$ cat src/rtl/morse_keyer.sv
// Morse keyer: accepts one ASCII character per handshake, looks it up through an
// external encoder and times the resulting marks and gaps. Optional abort input: KEYER_ABORT_EN.
module morse_keyer #(
  parameter int UNIT_CYCLES = 1000,
  parameter int CNT_W       = 16
) (
  input  logic       clk,
  input  logic       rst_n,
  input  logic [7:0] char_in,
  input  logic       char_valid,
  output logic       char_ready,
  output logic [7:0] enc_char,
  input  logic [7:0] enc_morse,
  input  logic [2:0] enc_length,
  output logic       key_out,
  output logic       busy,
  output logic       err
`ifdef KEYER_ABORT_EN
  ,
  input  logic       abort
`endif
);

  localparam logic [2:0] ST_IDLE  = 3'd0;
  localparam logic [2:0] ST_LOAD  = 3'd1;
  localparam logic [2:0] ST_MARK  = 3'd2;
  localparam logic [2:0] ST_SPACE = 3'd3;
  localparam logic [2:0] ST_CGAP  = 3'd4;
  localparam logic [2:0] ST_WGAP  = 3'd5;

  localparam logic [CNT_W-1:0] UNIT_LAST = CNT_W'(UNIT_CYCLES - 1);

  function automatic logic [7:0] to_upper(input logic [7:0] c);
    logic [7:0] r;
    if (c >= 8'h61 && c <= 8'h7A) begin
      r = c - 8'h20;
    end else begin
      r = c;
    end
    return r;
  endfunction

  logic [2:0]       state_r;
  logic [2:0]       state_next_s;
  logic [CNT_W-1:0] cnt_r;
  logic [2:0]       unit_r;
  logic [7:0]       shift_r;
  logic [2:0]       sym_r;
  logic [7:0]       enc_char_r;
  logic             key_out_r;
  logic             ready_r;
  logic             err_r;
  logic             err_next_s;
  logic             abort_s;
  logic             accept_s;
  logic             tick_s;
  logic             done_s;
  logic [2:0]       dur_s;

`ifdef KEYER_ABORT_EN
  assign abort_s = abort;
`else
  assign abort_s = 1'b0;
`endif

  assign accept_s   = char_valid & ready_r & ~abort_s;
  assign tick_s     = (cnt_r == UNIT_LAST);
  assign char_ready = ready_r;
  assign busy       = ~ready_r;
  assign key_out    = key_out_r;
  assign err        = err_r;
  assign enc_char   = enc_char_r;

  // Duration of the current state in Morse units; shift_r[7] is the symbol being keyed.
  always_comb begin
    dur_s = 3'd1;
    case (state_r)
      ST_MARK:  dur_s = shift_r[7] ? 3'd3 : 3'd1;
      ST_SPACE: dur_s = 3'd1;
      ST_CGAP:  dur_s = 3'd3;
      ST_WGAP:  dur_s = 3'd4;
      default:  dur_s = 3'd1;
    endcase
    done_s = tick_s && (unit_r == dur_s - 3'd1);
  end

  // Next-state decode; abort outranks everything outside IDLE.
  always_comb begin
    state_next_s = state_r;
    err_next_s   = 1'b0;
    if (abort_s && (state_r != ST_IDLE)) begin
      state_next_s = ST_IDLE;
    end else begin
      case (state_r)
        ST_IDLE: begin
          if (accept_s) begin
            state_next_s = ST_LOAD;
          end else begin
            state_next_s = ST_IDLE;
          end
        end
        ST_LOAD: begin
          if (enc_length != 3'd0) begin
            state_next_s = ST_MARK;
          end else if (enc_char_r == 8'h20) begin
            state_next_s = ST_WGAP;
          end else begin
            state_next_s = ST_IDLE;
            err_next_s   = 1'b1;
          end
        end
        ST_MARK: begin
          if (!done_s) begin
            state_next_s = ST_MARK;
          end else if (sym_r > 3'd1) begin
            state_next_s = ST_SPACE;
          end else begin
            state_next_s = ST_CGAP;
          end
        end
        ST_SPACE: begin
          if (done_s) begin
            state_next_s = ST_MARK;
          end else begin
            state_next_s = ST_SPACE;
          end
        end
        ST_CGAP, ST_WGAP: begin
          if (done_s) begin
            state_next_s = ST_IDLE;
          end else begin
            state_next_s = state_r;
          end
        end
        default: state_next_s = ST_IDLE;
      endcase
    end
  end

  // State and registered outputs, decoded from the next state so they line up with it.
  always_ff @(posedge clk or negedge rst_n) begin
    if (!rst_n) begin
      state_r   <= ST_IDLE;
      key_out_r <= 1'b0;
      ready_r   <= 1'b1;
      err_r     <= 1'b0;
    end else begin
      state_r   <= state_next_s;
      key_out_r <= (state_next_s == ST_MARK);
      ready_r   <= (state_next_s == ST_IDLE);
      err_r     <= err_next_s;
    end
  end

  // Character latch with lower-to-upper case folding.
  always_ff @(posedge clk or negedge rst_n) begin
    if (!rst_n) begin
      enc_char_r <= 8'h00;
    end else if (accept_s) begin
      enc_char_r <= to_upper(char_in);
    end else begin
      enc_char_r <= enc_char_r;
    end
  end

  // Pattern left-justified so the first symbol sits in bit 7; shifted after each inter-symbol space.
  always_ff @(posedge clk or negedge rst_n) begin
    if (!rst_n) begin
      shift_r <= 8'h00;
      sym_r   <= 3'd0;
    end else if (state_r == ST_LOAD) begin
      shift_r <= enc_morse << (4'd8 - {1'b0, enc_length});
      sym_r   <= enc_length;
    end else if ((state_r == ST_SPACE) && done_s) begin
      shift_r <= {shift_r[6:0], 1'b0};
      sym_r   <= sym_r - 3'd1;
    end else begin
      shift_r <= shift_r;
      sym_r   <= sym_r;
    end
  end

  // Cycle and unit counters restart on every state entry so each state is a whole number of units.
  always_ff @(posedge clk or negedge rst_n) begin
    if (!rst_n) begin
      cnt_r  <= '0;
      unit_r <= 3'd0;
    end else if ((state_r == ST_IDLE) || (state_next_s != state_r)) begin
      cnt_r  <= '0;
      unit_r <= 3'd0;
    end else if (tick_s) begin
      cnt_r  <= '0;
      unit_r <= unit_r + 3'd1;
    end else begin
      cnt_r  <= cnt_r + CNT_W'(1);
      unit_r <= unit_r;
    end
  end

endmodule

$ cat config.mk
export PLATFORM = sky130hd
export DESIGN_NAME = morse_keyer
export DESIGN_NICKNAME = d
export VERILOG_FILES = /design/src/rtl/morse_keyer.sv
export SDC_FILE = /design/constraint.sdc
export NUM_CORES = 1
export LEC_CHECK = 0
export ABC_AREA = 1
export CORE_MARGIN = 2
export CORE_UTILIZATION = 30
export CTS_CLUSTER_DIAMETER = 50
export DETAILED_ROUTE_END_ITERATION = 8
export HOLD_SLACK_MARGIN = 0.05
export PLACE_DENSITY = 0.59
export RECOVER_POWER = 50
export SYNTH_ARGS = -nofsm -noshare
export SYNTH_HDL_FRONTEND = slang
export SYNTH_SLANG_ARGS = --single-unit
$ cat constraint.sdc
create_clock -name clk -period 3.2 [get_ports clk]
set_clock_uncertainty 0.15 [all_clocks]
set_input_delay 0.48 -clock clk [delete_from_list [all_inputs] [get_ports clk]]
set_output_delay 0.48 -clock clk [all_outputs]
set_load 0.005 [all_outputs]
# After elaboration in Yosys (flattened, before gate mapping)

Index checks and enable logic that the tools add are counted.

Register bits after elaboration: 44
Bits of input ports: 22
Output and inout port bits: 12
Word-level logic and storage cells: 63

Add/subtract/negate cells: 6
Magnitude comparators: 3
Eq/ne operators: 10
Shift operators: 1
Muxes and demuxes: 22
Bitwise gates (word level): 2
Reduce and logical (&&, ||, !) cells: 10

Operators with widths:

| cell                                                           | number |
|---|---|
| two-way mux 16 bit                                             | 2 |
| two-way mux 3 bit                                              | 9 |
| two-way mux 8 bit                                              | 3 |
| adder 16 x 1 -> 16 bit, second input constant                  | 1 |
| == test 16 x 10 -> 1 bit, second input constant                | 1 |
| case mux 3 bit (5 select lines)                                | 1 |
| == test 3 x 2 -> 1 bit, second input constant                  | 3 |
| case mux 3 bit (3 select lines)                                | 1 |
| == test 8 x 6 -> 1 bit, second input constant                  | 1 |
| >= comparator 8 x 7 -> 1 bit, second input constant            | 1 |
| less-or-equal comparator 8 x 7 -> 1 bit, second input constant | 1 |
| left shift 8 x 4 -> 8 bit                                      | 1 |
| subtractor 8 x 6 -> 8 bit, second input constant               | 1 |
| == test 3 bit, second input constant                           | 2 |
| zero test 3 bit                                                | 2 |
| subtractor 3 x 1 -> 3 bit, second input constant               | 2 |
| two-way mux 1 bit                                              | 5 |
| nonzero test 2 bit                                             | 2 |
| subtractor 4 x 3 -> 4 bit, first input constant                | 1 |
| adder 3 x 1 -> 3 bit, second input constant                    | 1 |
| == test 3 x 1 -> 1 bit, second input constant                  | 1 |
| == test 3 bit                                                  | 1 |
| > comparator 3 x 1 -> 1 bit, second input constant             | 1 |
| logical AND 1 bit                                              | 3 |
| other kinds (7)                                                | 7 |

# Depth between registers and ports, before layout

Gate-level depths: netlist of run 1.

Word-level depth: 10
Gate-level depth with buffers: 19
Gate-level depth less buffers: 17

# Worst setup path after synthesis of run 1

No wires, ideal clock.

Kind: flip-flop to flip-flop
Start: reg state_r[0]
End: reg cnt_r[6]
Setup time: 0.069 ns
Arrival time: 2.294 ns
Data required time: 2.981 ns
Path slack: 0.688 ns
Cell stages (with the launch flop): 16
Buffers on the path: 1
Clock period less this slack: 2.512 ns
Cells stage by stage: dfrtp_1 inv_1 nand3_1 inv_1 a21oi_1 ha_1 xnor2_1 nor2_8 nand3_1 nand2_1 nand2_2 nor2_1 nor2_2 nand3_4 buf_8 nor2_2

Cells in the longest elaborated chain, start to end: 10
Elaborated cells between the ends (all ways): 18
Classes of those cells: 1 x add/sub; 7 x eq/ne; 6 x mux; 4 x reduce/logical

RTL lines:

| item                                                           | RTL line | source |
|---|---|---|
| start: declaration                                             | 43       | `logic [2:0] state_r;` |
| start signal: assignment                                       | 148      | `state_r <= state_next_s;` |
| == test 3 bit / == test 3 x 2 -> 1 bit (equally long branches) | 77, 94   |  |
| case mux 3 bit (3 select lines)                                | 77       | `case (state_r)` |
| subtractor 3 x 1 -> 3 bit                                      | 84       | `done_s = tick_s && (unit_r == dur_s - 3'd1);` |
| == test 3 bit                                                  | 84       |  |
| logical AND 1 bit                                              | 84       |  |
| two-way mux 3 bit (on tied branches)                           | 129, 113 |  |
| case mux 3 bit (5 select lines) (*)                            | 94       | `case (state_r)` |
| named net state_next_s[1]                                      | 44       | `logic [2:0] state_next_s;` |
| != test 3 bit (*)                                              | 188      | `end else if ((state_r == ST_IDLE) \|\| (state_next_s != state_r)) begin` |
| logical OR 1 bit (*)                                           | 188      |  |
| two-way mux 16 bit (*)                                         | 188      |  |
| end signal: assignment                                         | 195      | `cnt_r <= cnt_r + CNT_W'(1);` |
| end: declaration                                               | 45       | `logic [CNT_W-1:0] cnt_r;` |

The timed path passes the listed nets; every way through them passes the cells marked *.
A chain may end at the register's enable or synchronous reset.

# Worst setup path in the final report of run 1

Start: reg state_r[0]
End: reg unit_r[1]

Cells in the longest elaborated chain, start to end: 10
Elaborated cells between the ends (all ways): 19
Classes of those cells: 1 x add/sub; 7 x eq/ne; 6 x mux; 5 x reduce/logical

RTL lines:

| item                                                           | RTL line | source |
|---|---|---|
| == test 3 bit / == test 3 x 2 -> 1 bit (equally long branches) | 77, 94   |  |
| case mux 3 bit (3 select lines)                                | 77       |  |
| subtractor 3 x 1 -> 3 bit                                      | 84       |  |
| == test 3 bit                                                  | 84       |  |
| logical AND 1 bit                                              | 84       |  |
| two-way mux 3 bit (on tied branches)                           | 129, 113 |  |
| case mux 3 bit (5 select lines) (*)                            | 94       |  |
| named net state_next_s[1]                                      | 44       |  |
| != test 3 bit (*)                                              | 188      |  |
| logical OR 1 bit (*)                                           | 188      |  |
| two-way mux 3 bit / nonzero test 2 bit (equally long branches) | --       |  |
| end signal: assignment                                         | 193      | `unit_r <= unit_r + 3'd1;` |
| end signal: assignment                                         | 196      | `unit_r <= unit_r;` |
| end: declaration                                               | 46       | `logic [2:0] unit_r;` |

Marked as above.

==> results.tsv, run 1 <==
metric	value	unit
synthFlopType	dfrtp_1	
cts_hold_buf	0	
slew_viol_final	45	
setup_viol	0	
dr.pass1.iters	4	
min_period_over_period	89.9	%
drv_cap	1	
critPathLaunchType	register	
synth_area	2770	µm²
clk_latency	0.30	ns
pre_cts_slack	0.292	ns
synth_enable_flop_cells	0	
final_common_cell	nand2_1	
wirelength	5850	µm
grt_use_total	12.6	%
crit_type	reg -> reg	
antenna_found_initial	0	
cp.arrival	2.96	ns
switching_share	37.2	%
cp_max_fo	19	
grt_max_degree	45	
async_flop_share	100	%
initial_core_util	30.5	%
grt.overflow.total	0	
combPwrFrac	41.8	%
final_cell_mix	nand2_1, inv_1, nor2_1, dfrtp_1, clkdlybuf4s50_1	
drive_above_1_share	11.8	%
dieArea	10000	µm²
clkTransAtPathRegs	0.09	ns
nets	435	
cp_top_family	simple AND/OR/NAND/NOR gates	
cts_sinks	44	
io_buffer_count	33	
antenna_cells	0	
fin_crit	2.88	ns
synth-seq-area-share	39.7	%
synth_nets	399	
yosysWarningCount	0	
timing.critical_path.buf_inv	2	
vdd_ir_drop_max	0.285	mV
synth_cells	369	
setup_slack	0.324	ns
cts-resized-gates	0	
dp_hpwl	4560	µm
cp-end-kind	register	
p_leak	0.00150	µW
internal_power	1420	µW
viasPerCell	4.66	
vias	2411	
io_pins	34	
drt_first_iter_violations	87	
dieWidth	100	µm
fin_tns_setup	0	ns
fillers	982	
critical-path-max-stage-delay	0.45	ns
violations	capacitance limit, slew limit	
drc_errors	0	
crit_chain	inv_1 > nand3_1 > inv_1 > a21oi_1 > ha_1 > xnor2_1 > nor2_8 > nand3_1 > nand2_1 > nand2_2 > nor2_1 > nor2_2 > nand3_4 > nor2_1	
cts_setup_buffers	0	
min_path_type	reg -> reg	
cpMaxStageDelayCell	dfrtp_1	
ff2ff_setup_slack	0.32	ns
area_growth	20.6	%
worst_pin_slew	2.29	ns
maxSlewHeadroom	-52.8	%
switching_power	844	µW
die_h	100	µm
grt_pass1_wl	10200	µm
ant_nets	0	
cts_buffer_depth	2	
wire_per_inst	11.3	µm
p_per_area	678	nW/µm²
cts_buffers	5	
final_core_util	36.7	%
h-tree-depth	2	
p_seq_share	36.1	%
rsz0062_at_grt	no	
gp_congestion	0.871	
cts_root_buf	clkbuf_8	
ys_types	42	
hold_viol	0	
synth_seq_cells	44	
grt_pass1_vias	2379	
worstPathRequired	3.28	ns
synth_area_per_cell	7.52	µm²
cts_tree	yes	
fmax	348	MHz
clockPowerShare	22.0	%
rows	35	
status	complete, but fails checks	
coreArea	9110	µm²
==> per-layer routing <==
layer	wire length [µm]	global-route usage, %	vias to the layer above	part of all wire, %
li1	-	-	1268	-
met1	2790	15.7	1091	48
met2	2770	21.4	40	47
met3	182	2.37	12	3.1
met4	116	5.16	0	2.0
met5	0	0	-	0
==> flip-flops by register name (all words and copies together), names as in the netlist <==
name	flops
key_out	1
enc_char	8
state_r	3
cnt_r	16
err	1
unit_r	3
char_ready	1
sym_r	3
shift_r	8
==> metrics by stage <==
step	std cells	total power, µW	hold slack (ns)	area (µm²)
2_1_floorplan	369	1490	0.0344	2770
3_3_place_gp	509	1780	0.358	3220
3_5_place_dp	509	1800	0.353	3220
4_1_cts	517	2310	0.206	3350
5_1_grt	517	2450	0.404	3340
6_report	517	2270	0.368	3340
==> power by group through the flow <==
| stage | combinational [µW] | sequential, µW | clock (µW) |
|---|---|---|---|
| finish | 949 | 819 | 499 |
| global route | 1080 | 837 | 534 |
| CTS | 971 | 821 | 515 |
| detailed placement | 967 | 832 | 0 |
| global placement | 955 | 828 | 0 |
| floorplan | 680 | 814 | 0 |
==> kinds of logic after synthesis <==
| group | count (synthesis) | synth area share (%) |
|---|---|---|
| and+or+nand+nor | 200 | 34.9 |
| buffers and inverters | 56 | 8.21 |
| AOI/OAI and AO/OA | 51 | 10.3 |
| DFF | 44 | 39.7 |
| xor gates and xnor gates | 8 | 2.53 |
| adders and majority gates | 8 | 3.61 |
| muxes | 2 | 0.722 |
==> tightest hold or removal path, stage by stage (launching register included) <==
cell and delay [ns]:
dfrtp_1 0.36, nand2_1 0.06, o31ai_1 0.06
==> cells in the mapped netlist (3+ instances only) <==
master | n | share of area, %
inv_1 | 44 | 6.0
nor2_1 | 43 | 5.8
nand4_1 | 9 | 2.0
dfrtp_1 | 43 | 39
nand2_2 | 8 | 1.8
clkbuf_1 | 3 | 0.41
nor2_2 | 12 | 2.7
nand3_2 | 3 | 1.1
ha_1 | 8 | 3.6
a21oi_1 | 13 | 2.3
xnor2_1 | 3 | 0.95
xor2_1 | 5 | 1.6
inv_2 | 4 | 0.54
nor3_1 | 10 | 1.8
o21ai_0 | 27 | 4.9
or2_2 | 5 | 1.1
nand2_1 | 73 | 9.9
nand3_1 | 28 | 5.1
==> final cells by class <==
| class | count | area, µm² | share of cell area [%] |
|---|---|---|---|
| Clock buffer | 6 | 72.6 | 2.17 |
| Clock inverter | 2 | 60.1 | 1.80 |
| Inverter | 49 | 184 | 5.50 |
| Sequential cell | 44 | 1100 | 33.0 |
| Multi-Input combinational cell | 269 | 1440 | 43.2 |
| Timing Repair Buffer | 36 | 343 | 10.3 |
| Tap cell | 111 | 139 | 4.15 |
==> path summary, 6_finish.rpt <==
kind / endpoint / start / cells after the start
min reg2reg: enc_char[5] / enc_char[5] / 2
min: enc_char[5] / enc_char[5] / 2
max reg2reg: unit_r[1] / state_r[0] / 14
max in group asynchronous: shift_r[7] / rst_n / 1
max: unit_r[1] / state_r[0] / 14
min in group asynchronous: cnt_r[7] / rst_n / 1
(Power assumes the default switching activity.)
==> inputs of run 2 (changes only) <==
- ABC_CLOCK_PERIOD_IN_PS: unset -> 3200
- CTS_CLUSTER_SIZE: unset -> 20
==> results of run 2 <==
The final DEF is identical to that of run 1; final timing and power are the same.
==> patch (config.mk and constraints of run 1) <==
The output `err` loses its register stage (`err_r` becomes a continuous assignment).
--- a/src/rtl/morse_keyer.sv
+++ b/src/rtl/morse_keyer.sv
@@ -143,14 +143,14 @@
       state_r   <= ST_IDLE;
       key_out_r <= 1'b0;
       ready_r   <= 1'b1;
-      err_r     <= 1'b0;
     end else begin
       state_r   <= state_next_s;
       key_out_r <= (state_next_s == ST_MARK);
       ready_r   <= (state_next_s == ST_IDLE);
-      err_r     <= err_next_s;
-    end
-  end
+    end
+  end
+
+  assign err_r = err_next_s;
 
   // Character latch with lower-to-upper case folding.
   always_ff @(posedge clk or negedge rst_n) begin
Behaviour: not the same (Yosys sat finds a counterexample within 4 cycles, from zero or initial values and one cycle with rst_n low).
==> patch against run 1 <==
- die area fell by 0.87%
- combinational power fell by 1%
- worst setup slack gained 0.036 ns
- total power fell by 0.79%
- critical path type is now in2out
- final area is 0.64% lower
- area after synthesis down 0.90%
- sequential power is 2% lower
- the flow still finishes with violations (max-capacitance violations, max-slew violations)
- sequential cell count fell by 1
- cell count fell by 0.77%
- sequential share of layout area down 0.54 points
- hold slack improved by 0.0023 ns
- wire length fell by 2.4%
==> patch: results (changes against run 1) <==
Mux share of post-synthesis cell area: 0.728% (was 0.722%)
Synth Area in Compound Gates: 10.4% (was 10.3%)
FF-to-FF setup slack: 0.37 ns (was 0.32 ns)
Routed via count: 2395 (was 2411)
FF-to-FF Start: state_r[2] (was state_r[0])
Register area share after synthesis: 39.2% (was 39.7%)
Post-synth top cells: nand2_1 (73), inv_1 (44), nor2_1 (43) (was nand2_1 (73), inv_1 (44), dfrtp_1 (43), nor2_1 (43), nand3_1 (28))
Syn_nets: 398 (was 399)
# nets final: 434 (was 435)
Peak supply drop: 0.286 mV (was 0.285 mV)
Leak: 1.49 nW (was 1.50 nW)
Gr usage total: 12.2% (was 12.6%)
Routed wl met2: 2.65 mm (was 2.77 mm)
Slew of the pin with the lowest slew margin: 2.30 ns (was 2.29 ns)
Fmax: 352 MHz (was 348 MHz)
Post-Place Cell Area: 0.00319 mm2 (was 0.00322 mm2)
CP max FO: 3 (was 19)
WL per Instance: 11.1 um (was 11.3 um)
Iteration-0 DRC Markers: 116 (was 87)
Slowest CP cell: clkdlybuf4s50_1 (was dfrtp_1)
Met2 usage: 20.3% (was 21.4%)
Largest net degree at the start of global routing: 44 (was 45)
Failing checks: max-capacitance violations, max-slew violations (unchanged)
DP Cell Count: 505 (was 509)
Setup crit end: err (was unit_r[1])
Status: finished, violations left (unchanged)
Critical path arrival: 2.21 ns (was 2.96 ns)
GR Layer Usage met1: 16.1% (was 15.7%)
Slew Viols, Final: 44 (was 45)
Routed wl met3: 225 um (was 182 um)
Final WL: 5.71 mm (was 5.85 mm)
Xor/xnor share of the synthesized area: 2.55% (was 2.53%)
Max Cap Viol: 1 (unchanged)
[patch: cells by family (layout without fill, tap and decap cells)]
group,count (synthesis),after routing
buffers and inverters,56,93
AOI/OAI and AO/OA,51,51
adders and majority gates,8,8
xor gates and xnor gates,8,8
DFF,43,43
muxes,2,2
and+or+nand+nor,200,200
[patch: worst min-delay path: cells and delay by family, from the launching register on]
family             cells  cell delay (ns)
AOI/OAI and AO/OA      1             0.06
DFF                    1             0.37
and+or+nand+nor        1             0.05
[patch: power by group]
| group | internal [mW] | switching (mW) |
|---|---|---|
| Clock | 0.311 | 0.197 |
| Sequential | 0.702 | 0.104 |
| Combinational | 0.393 | 0.542 |
[patch: cell type report]
| cell class | instances | area, um2 |
|---|---|---|
| fillers | 930 | 5480 |
| multi-input cells | 269 | 1440 |
| flip-flops and latches | 43 | 1080 |
| repair buffers | 36 | 347 |
| inverters | 49 | 184 |
| well taps | 108 | 135 |
| clock buffers | 5 | 68.8 |
| clock inverters | 3 | 67.6 |
